--- config.mk ---
export PLATFORM = sky130hd
export DESIGN_NAME = code_lock_flat
export DESIGN_NICKNAME = d
export VERILOG_FILES = /design/src/rtl/code_lock_pkg.sv /design/src/rtl/code_lock_if.sv /design/src/rtl/lockout_timer.sv /design/src/rtl/code_lock.sv /design/src/flat_wrapper.sv
export SDC_FILE = /design/constraint.sdc
export NUM_CORES = 1
export LEC_CHECK = 0
export ABC_AREA = 1
export CORE_MARGIN = 8
export CORE_UTILIZATION = 46
export CTS_BUF_LIST = sky130_fd_sc_hd__clkbuf_8
export CTS_CLUSTER_SIZE = 28
export DETAILED_ROUTE_END_ITERATION = 6
export GPL_TIMING_DRIVEN = 0
export SYNTH_ARGS = -nofsm -noshare
export SYNTH_HDL_FRONTEND = slang
export SYNTH_HIERARCHICAL = 1
export SYNTH_SLANG_ARGS = --single-unit
--- constraint.sdc ---
create_clock -name clk -period 2.2 [get_ports clk]
set_input_delay 0.44 -clock clk [delete_from_list [all_inputs] [get_ports clk]]
set_output_delay 0.44 -clock clk [all_outputs]
set_load 0.02 [all_outputs]
--- src/rtl/code_lock_pkg.sv ---
// Shared types and helpers for the keypad code lock.
package code_lock_pkg;

    typedef enum logic [1:0] {
        StEntry,
        StUnlocked,
        StProgram,
        StLockout
    } state_e;

    // Width of a counter that must hold values 0..max_val inclusive.
    function automatic int unsigned cnt_width(input int unsigned max_val);
        return (max_val < 1) ? 1 : $clog2(max_val + 1);
    endfunction

endpackage

--- src/rtl/code_lock_if.sv ---
// Keypad-side and actuator-side signals of the code lock.
interface code_lock_if
    import code_lock_pkg::*;
#(
    parameter int unsigned DIGIT_W   = 4,
    parameter int unsigned MAX_TRIES = 3
);
    localparam int unsigned FAIL_W = cnt_width(MAX_TRIES);

    logic [DIGIT_W-1:0] key;
    logic               key_valid;
    logic               relock;
    logic               prog_req;
    logic               locked;
    logic               lockout;
    logic               prog_active;
    logic [FAIL_W-1:0]  fail_cnt;
    logic               entry_done;

    modport master (
        output key, key_valid, relock, prog_req,
        input  locked, lockout, prog_active, fail_cnt, entry_done
    );

    modport slave (
        input  key, key_valid, relock, prog_req,
        output locked, lockout, prog_active, fail_cnt, entry_done
    );
endinterface

--- src/rtl/lockout_timer.sv ---
// One-shot down-counter: runs for exactly CYCLES clocks after start.
module lockout_timer
    import code_lock_pkg::*;
#(
    parameter int unsigned CYCLES = 1000
) (
    input  logic clk,
    input  logic reset,
    input  logic start,
    output logic busy,
    output logic done
);
    localparam int unsigned CntW = (CYCLES > 1) ? $clog2(CYCLES) : 1;

    logic [CntW-1:0] cnt_q, cnt_d;
    logic            run_q, run_d;

    always_comb begin
        cnt_d = cnt_q;
        run_d = run_q;
        if (start) begin
            cnt_d = CntW'(CYCLES - 1);
            run_d = 1'b1;
        end else if (run_q) begin
            if (cnt_q == '0) begin
                run_d = 1'b0;
            end else begin
                cnt_d = cnt_q - CntW'(1);
            end
        end
    end

    always_ff @(posedge clk) begin
        if (reset) begin
            cnt_q <= '0;
            run_q <= 1'b0;
        end else begin
            cnt_q <= cnt_d;
            run_q <= run_d;
        end
    end

    assign busy = run_q;
    assign done = run_q && (cnt_q == '0);

endmodule

--- src/rtl/code_lock.sv ---
// Keypad code lock: full-entry compare, failure counting, timed lockout and
// reprogramming of the stored code while unlocked.
module code_lock
    import code_lock_pkg::*;
#(
    parameter int unsigned DIGIT_W        = 4,
    parameter int unsigned CODE_LEN       = 6,
    parameter logic [CODE_LEN*DIGIT_W-1:0] DEFAULT_CODE = 24'h335256,
    parameter int unsigned MAX_TRIES      = 3,
    parameter int unsigned LOCKOUT_CYCLES = 1000
) (
    input  logic        clk,
    input  logic        reset,
    code_lock_if.slave  bus
);
    localparam int unsigned CodeW = CODE_LEN * DIGIT_W;
    localparam int unsigned IdxW  = (CODE_LEN > 1) ? $clog2(CODE_LEN) : 1;
    localparam int unsigned FailW = cnt_width(MAX_TRIES);

    state_e             state_q, state_d;
    logic [DIGIT_W-1:0] entry_q  [CODE_LEN];
    logic [DIGIT_W-1:0] entry_d  [CODE_LEN];
    logic [DIGIT_W-1:0] shadow_q [CODE_LEN];
    logic [DIGIT_W-1:0] shadow_d [CODE_LEN];
    logic [CodeW-1:0]   code_q, code_d;
    logic [IdxW-1:0]    idx_q, idx_d;
    logic [FailW-1:0]   fail_q, fail_d;
    logic               done_q, done_d;

    logic             timer_start, timer_busy, timer_done;
    logic             last_digit, match;
    logic [CodeW-1:0] cand, shadow_full;

    lockout_timer #(
        .CYCLES (LOCKOUT_CYCLES)
    ) u_timer (
        .clk   (clk),
        .reset (reset),
        .start (timer_start),
        .busy  (timer_busy),
        .done  (timer_done)
    );

    // Flatten buffers with the incoming key in the last slot, so the final
    // digit is evaluated on the same edge it is sampled.
    always_comb begin
        cand        = '0;
        shadow_full = '0;
        for (int i = 0; i < CODE_LEN; i++) begin
            cand[(CODE_LEN-1-i)*DIGIT_W +: DIGIT_W]        = entry_q[i];
            shadow_full[(CODE_LEN-1-i)*DIGIT_W +: DIGIT_W] = shadow_q[i];
        end
        cand[DIGIT_W-1:0]        = bus.key;
        shadow_full[DIGIT_W-1:0] = bus.key;
    end

    assign last_digit = (idx_q == IdxW'(CODE_LEN - 1));
    assign match      = (cand == code_q);

    always_comb begin
        state_d     = state_q;
        entry_d     = entry_q;
        shadow_d    = shadow_q;
        code_d      = code_q;
        idx_d       = idx_q;
        fail_d      = fail_q;
        done_d      = 1'b0;
        timer_start = 1'b0;

        unique case (state_q)
            StEntry: begin
                if (bus.key_valid) begin
                    if (last_digit) begin
                        idx_d  = '0;
                        done_d = 1'b1;
                        if (match) begin
                            state_d = StUnlocked;
                            fail_d  = '0;
                        end else begin
                            fail_d = fail_q + FailW'(1);
                            if (fail_q == FailW'(MAX_TRIES - 1)) begin
                                state_d     = StLockout;
                                timer_start = 1'b1;
                            end
                        end
                    end else begin
                        entry_d[idx_q] = bus.key;
                        idx_d          = idx_q + IdxW'(1);
                    end
                end
            end
            StUnlocked: begin
                if (bus.relock) begin
                    state_d = StEntry;
                    idx_d   = '0;
                end else if (bus.prog_req) begin
                    state_d = StProgram;
                    idx_d   = '0;
                end
            end
            StProgram: begin
                if (bus.relock) begin
                    state_d = StEntry;
                    idx_d   = '0;
                    for (int i = 0; i < CODE_LEN; i++) shadow_d[i] = '0;
                end else if (bus.key_valid) begin
                    if (last_digit) begin
                        code_d  = shadow_full;
                        state_d = StUnlocked;
                        idx_d   = '0;
                        done_d  = 1'b1;
                    end else begin
                        shadow_d[idx_q] = bus.key;
                        idx_d           = idx_q + IdxW'(1);
                    end
                end
            end
            StLockout: begin
                if (timer_done) begin
                    state_d = StEntry;
                    fail_d  = '0;
                    idx_d   = '0;
                end
            end
            default: state_d = StEntry;
        endcase
    end

    always_ff @(posedge clk) begin
        if (reset) begin
            state_q <= StEntry;
            code_q  <= DEFAULT_CODE;
            idx_q   <= '0;
            fail_q  <= '0;
            done_q  <= 1'b0;
            for (int i = 0; i < CODE_LEN; i++) begin
                entry_q[i]  <= '0;
                shadow_q[i] <= '0;
            end
        end else begin
            state_q  <= state_d;
            code_q   <= code_d;
            idx_q    <= idx_d;
            fail_q   <= fail_d;
            done_q   <= done_d;
            entry_q  <= entry_d;
            shadow_q <= shadow_d;
        end
    end

    // The timer runs exactly while the FSM sits in lockout.
    assign bus.locked      = (state_q != StUnlocked) && (state_q != StProgram);
    assign bus.lockout     = timer_busy;
    assign bus.prog_active = (state_q == StProgram);
    assign bus.fail_cnt    = fail_q;
    assign bus.entry_done  = done_q;

endmodule

--- src/flat_wrapper.sv ---
// flat-port wrapper written by rule: the top's interface ports become plain ports
module code_lock_flat import code_lock_pkg::*;
#(
    parameter int unsigned DIGIT_W        = 4,
    parameter int unsigned CODE_LEN       = 6,
    parameter logic [CODE_LEN*DIGIT_W-1:0] DEFAULT_CODE = 24'h335256,
    parameter int unsigned MAX_TRIES      = 3,
    parameter int unsigned LOCKOUT_CYCLES = 1000
)
  (clk, reset, bus_key, bus_key_valid, bus_relock, bus_prog_req, bus_locked, bus_lockout, bus_prog_active, bus_fail_cnt, bus_entry_done);
  code_lock_if #(.DIGIT_W(DIGIT_W), .MAX_TRIES(MAX_TRIES)) bus_i ();
  input  logic clk;
  input  logic reset;
  input wire logic [$bits(bus_i.key)-1:0] bus_key;
  input wire logic [$bits(bus_i.key_valid)-1:0] bus_key_valid;
  input wire logic [$bits(bus_i.relock)-1:0] bus_relock;
  input wire logic [$bits(bus_i.prog_req)-1:0] bus_prog_req;
  output wire logic [$bits(bus_i.locked)-1:0] bus_locked;
  output wire logic [$bits(bus_i.lockout)-1:0] bus_lockout;
  output wire logic [$bits(bus_i.prog_active)-1:0] bus_prog_active;
  output wire logic [$bits(bus_i.fail_cnt)-1:0] bus_fail_cnt;
  output wire logic [$bits(bus_i.entry_done)-1:0] bus_entry_done;
  assign bus_i.key = bus_key;
  assign bus_i.key_valid = bus_key_valid;
  assign bus_i.relock = bus_relock;
  assign bus_i.prog_req = bus_prog_req;
  assign bus_locked = bus_i.locked;
  assign bus_lockout = bus_i.lockout;
  assign bus_prog_active = bus_i.prog_active;
  assign bus_fail_cnt = bus_i.fail_cnt;
  assign bus_entry_done = bus_i.entry_done;
  code_lock #(.DIGIT_W(DIGIT_W), .CODE_LEN(CODE_LEN), .DEFAULT_CODE(DEFAULT_CODE), .MAX_TRIES(MAX_TRIES), .LOCKOUT_CYCLES(LOCKOUT_CYCLES)) u_core (.clk(clk), .reset(reset), .bus(bus_i));
endmodule
==> reports/results.txt <==
Critical R2R Launch: u_core/u_timer/cnt_q[0]
Mapped Cells: 561
CTS Sinks: 83
Crit start category: input pin
CTS H-tree depth: 3
Period Utilization, post-route: 93.4%
Yosys cell types: 28
Total power draw: 2.90 mW
DR iter-0 viols: 164
FF-to-FF path depth: 15
R2R setup slack: 0.19 ns
Clock Tree Buf Depth: 2
Endpoint, Worst Hold: u_core/shadow_full[4]
Setup crit start: bus_key_valid
Clk_skew: 0.00743 ns
Drt via density: 5.13
HPWL after detailed placement: 6950 µm
Worst Hold Launch: u_core/shadow_full[4]
P&R area growth vs syn: 14.1%
Critical Path Fanout Max: 10
Critical Path RT: 2.42 ns
Slew of the pin with the lowest slew margin: 0.746 ns
FF+latch area: 0.00166 mm²
YS warnings: 6
Met1 WL: 4890 µm
Drt wl/cell: 13.9 µm
Crit Path Category: in2reg
Largest net degree at the start of global routing: 14
Clk Tree Root Cell: clkbuf_8
Clock-pin transition on the worst setup and hold timing paths: 0.08 ns
Final net count: 602
Die area: 0.0115 mm²
Routed Antenna Nets: 0
Die height: 107 µm
Final cell count without fillers: 697
Arrival time worst endpoint: 2.28 ns
Num rows: 33
Initial core utilization: 46.9%
Hold Path Class: reg2reg
Unrepaired setup endpoints after global routing: true
I/O Buffers: 14
Post-synthesis sequential area ratio: 43.6%
Layout cell share with drive strength beyond 1: 7.26%
R2R Path End: u_core/state_q[0]
P per Cell Area: 666 mW/mm²
Max Slew Vio Count: 0
Commonest non-fill, non-tap cell in the layout: nand2_1
Total iterations of the first detailed-routing run: 5
Filler cell count: 834
Synth top area cells: dfxtp_1 44%, nand2_1 15%, a21oi_1 9.5%
DRC violations left: 0
Met3 Wirelength: 396 µm
Tmin final: 2.05 ns
Global-route wire length before repair: 16,400 µm
Clock tree from TritonCTS: done
RePlAce Congestion: 0.850
Worst setup EP type: flop
WHS Path Cells: 2
Leak: 1.91 nW
Post-synthesis sequential element count: 83
Initial antenna violation count: 0
Outcome: complete, no violations
Vias: 3,576
Total track usage: 17.9%
Die X-Extent: 107 µm
Post-Place Cells: 680
Cell accounting for the most synthesized area: dfxtp_1
Worst-skew pair later-pin latency: 0.35 ns
Commonest cells after routing, fill and taps aside: 151 x nand2_1, 83 x dfxtp_1, 73 x inv_1, 71 x a21oi_1, 55 x nor2_1
Core Region: 0.00813 mm²
Area of the mapped netlist: 0.00381 mm²
Syn nets: 576
I/O pin count: 15
Fmax: 487 MHz
CTS buffer count: 9
# setup viols final: 0
Ant. Diodes: 0
GRT Residual Overflow: 0
Top Metal Used: met4
Multi-input gate area: 0.00183 mm²
Number of global-route vias before repair: 3,397
Met2 routed WL: 4270 µm
Final hold viol count: 0
Avg Cell Area, Syn: 6.80 µm²
VDD IR-drop max: 0.367 mV
Routed WL: 9670 µm
Area fraction of the dominant cell type after synthesis: 43.6%
Max_slew headroom: 49.9%
Max-Cap Viols: 0
Setup Total Neg Slack: 0 ns
## worst max path at each step
| stage | end | slack (ns) |
|---|---|---|
| 6_report | u_core/code_q[19] | 0.15 |
| 5_1_grt | u_core/state_q[0] | -0.02 |
| 4_1_cts | u_core/u_timer/cnt_q[2] | 0.03 |
| 3_5_place_dp | u_core/u_timer/cnt_q[2] | -0.60 |
| 3_3_place_gp | u_core/u_timer/cnt_q[2] | -0.61 |
| 2_1_floorplan | u_core/state_q[0] | 0.38 |
## metal layers
| layer | track usage, % | vias up |
|---|---|---|
| li1 | - | 1843 |
| met1 | 24.5 | 1644 |
| met2 | 28.0 | 78 |
| met3 | 2.70 | 11 |
| met4 | 6.03 | 0 |
| met5 | 0 | - |
## state kept, by name (all words and copies together) (netlist names)
register               cells
u_core/bus.entry_done      1
u_core/code_q             24
u_core/u_timer/cnt_q      10
u_core/bus.fail_cnt        2
u_core/cand               20
u_core/shadow_full        20
u_core/u_timer/busy        1
u_core/state_q             2
u_core/idx_q               3
## timing repair
action,in CTS,in global routing
endpoints found under the setup margin,12,24
pin swaps,0,1
resized for setup,4,12
hold buffers,0,0
cloned,0,0
buffers inserted,0,1
## report_power, final
group          leakage, nW  internal, mW  total (mW)  switching (mW)
registers            0.671          1.53        1.54          0.0180
logic                 1.13        0.0595       0.194           0.135
clock network        0.108         0.614        1.16           0.546
total                 1.91          2.20        2.90           0.698
## area by class of cell
| type | instances | share of cell area [%] |
|---|---|---|
| multi-input cells | 388 | 42.0 |
| flip-flops and latches | 83 | 38.2 |
| inverters | 77 | 6.96 |
| clock buffers | 12 | 3.80 |
| repair buffers | 15 | 3.54 |
| well taps | 105 | 3.02 |
| plain buffers | 13 | 1.41 |
| clock inverters | 4 | 1.09 |
## per-stage QoR
| step | area (µm²) | hold slack [ns] | util, % | worst slack, ns |
|---|---|---|---|---|
| after floorplan | 3810 | 0.438 | - | 0.379 |
| after global placement | 4080 | 0.450 | 50.2 | -0.613 |
| after detailed placement | 4080 | 0.453 | 50.2 | -0.602 |
| after CTS | 4300 | 0.466 | 52.9 | 0.0292 |
| after global routing | 4350 | 0.484 | 53.5 | -0.0228 |
| final | 4350 | 0.466 | 53.5 | 0.146 |
## synth_stat cells, drive strengths merged
library cell    n
a22oi           1
buf             4
ha              6
nand4           6
dfxtp          83
clkbuf          9
nor3            9
o21ai          49
nand2         154
a21oi          72
xor2            3
a211oi          1
inv            76
a31oi           1
nor2           60
nand3          24
xnor2           1
o22ai           1
clkinv          1
## cell families after synthesis
kind of cell	Yosys count	share of synthesized area, %
and+or+nand+nor	253	27.8
AOI/OAI and AO/OA	125	16.6
buffers and inverters	90	9.16
adders and majority gates	6	1.97
DFF	83	43.6
xor gates and xnor gates	4	0.919
## critical path, stage by stage
cell and delay, ns:
clkdlybuf4s50_1 0.57, nand4_1 0.36, nor2_4 0.28, inv_2 0.10
buf_2 0.20, o21ai_0 0.26, a21oi_1 0.06
Note: power is estimated with default switching activity, not from simulation.
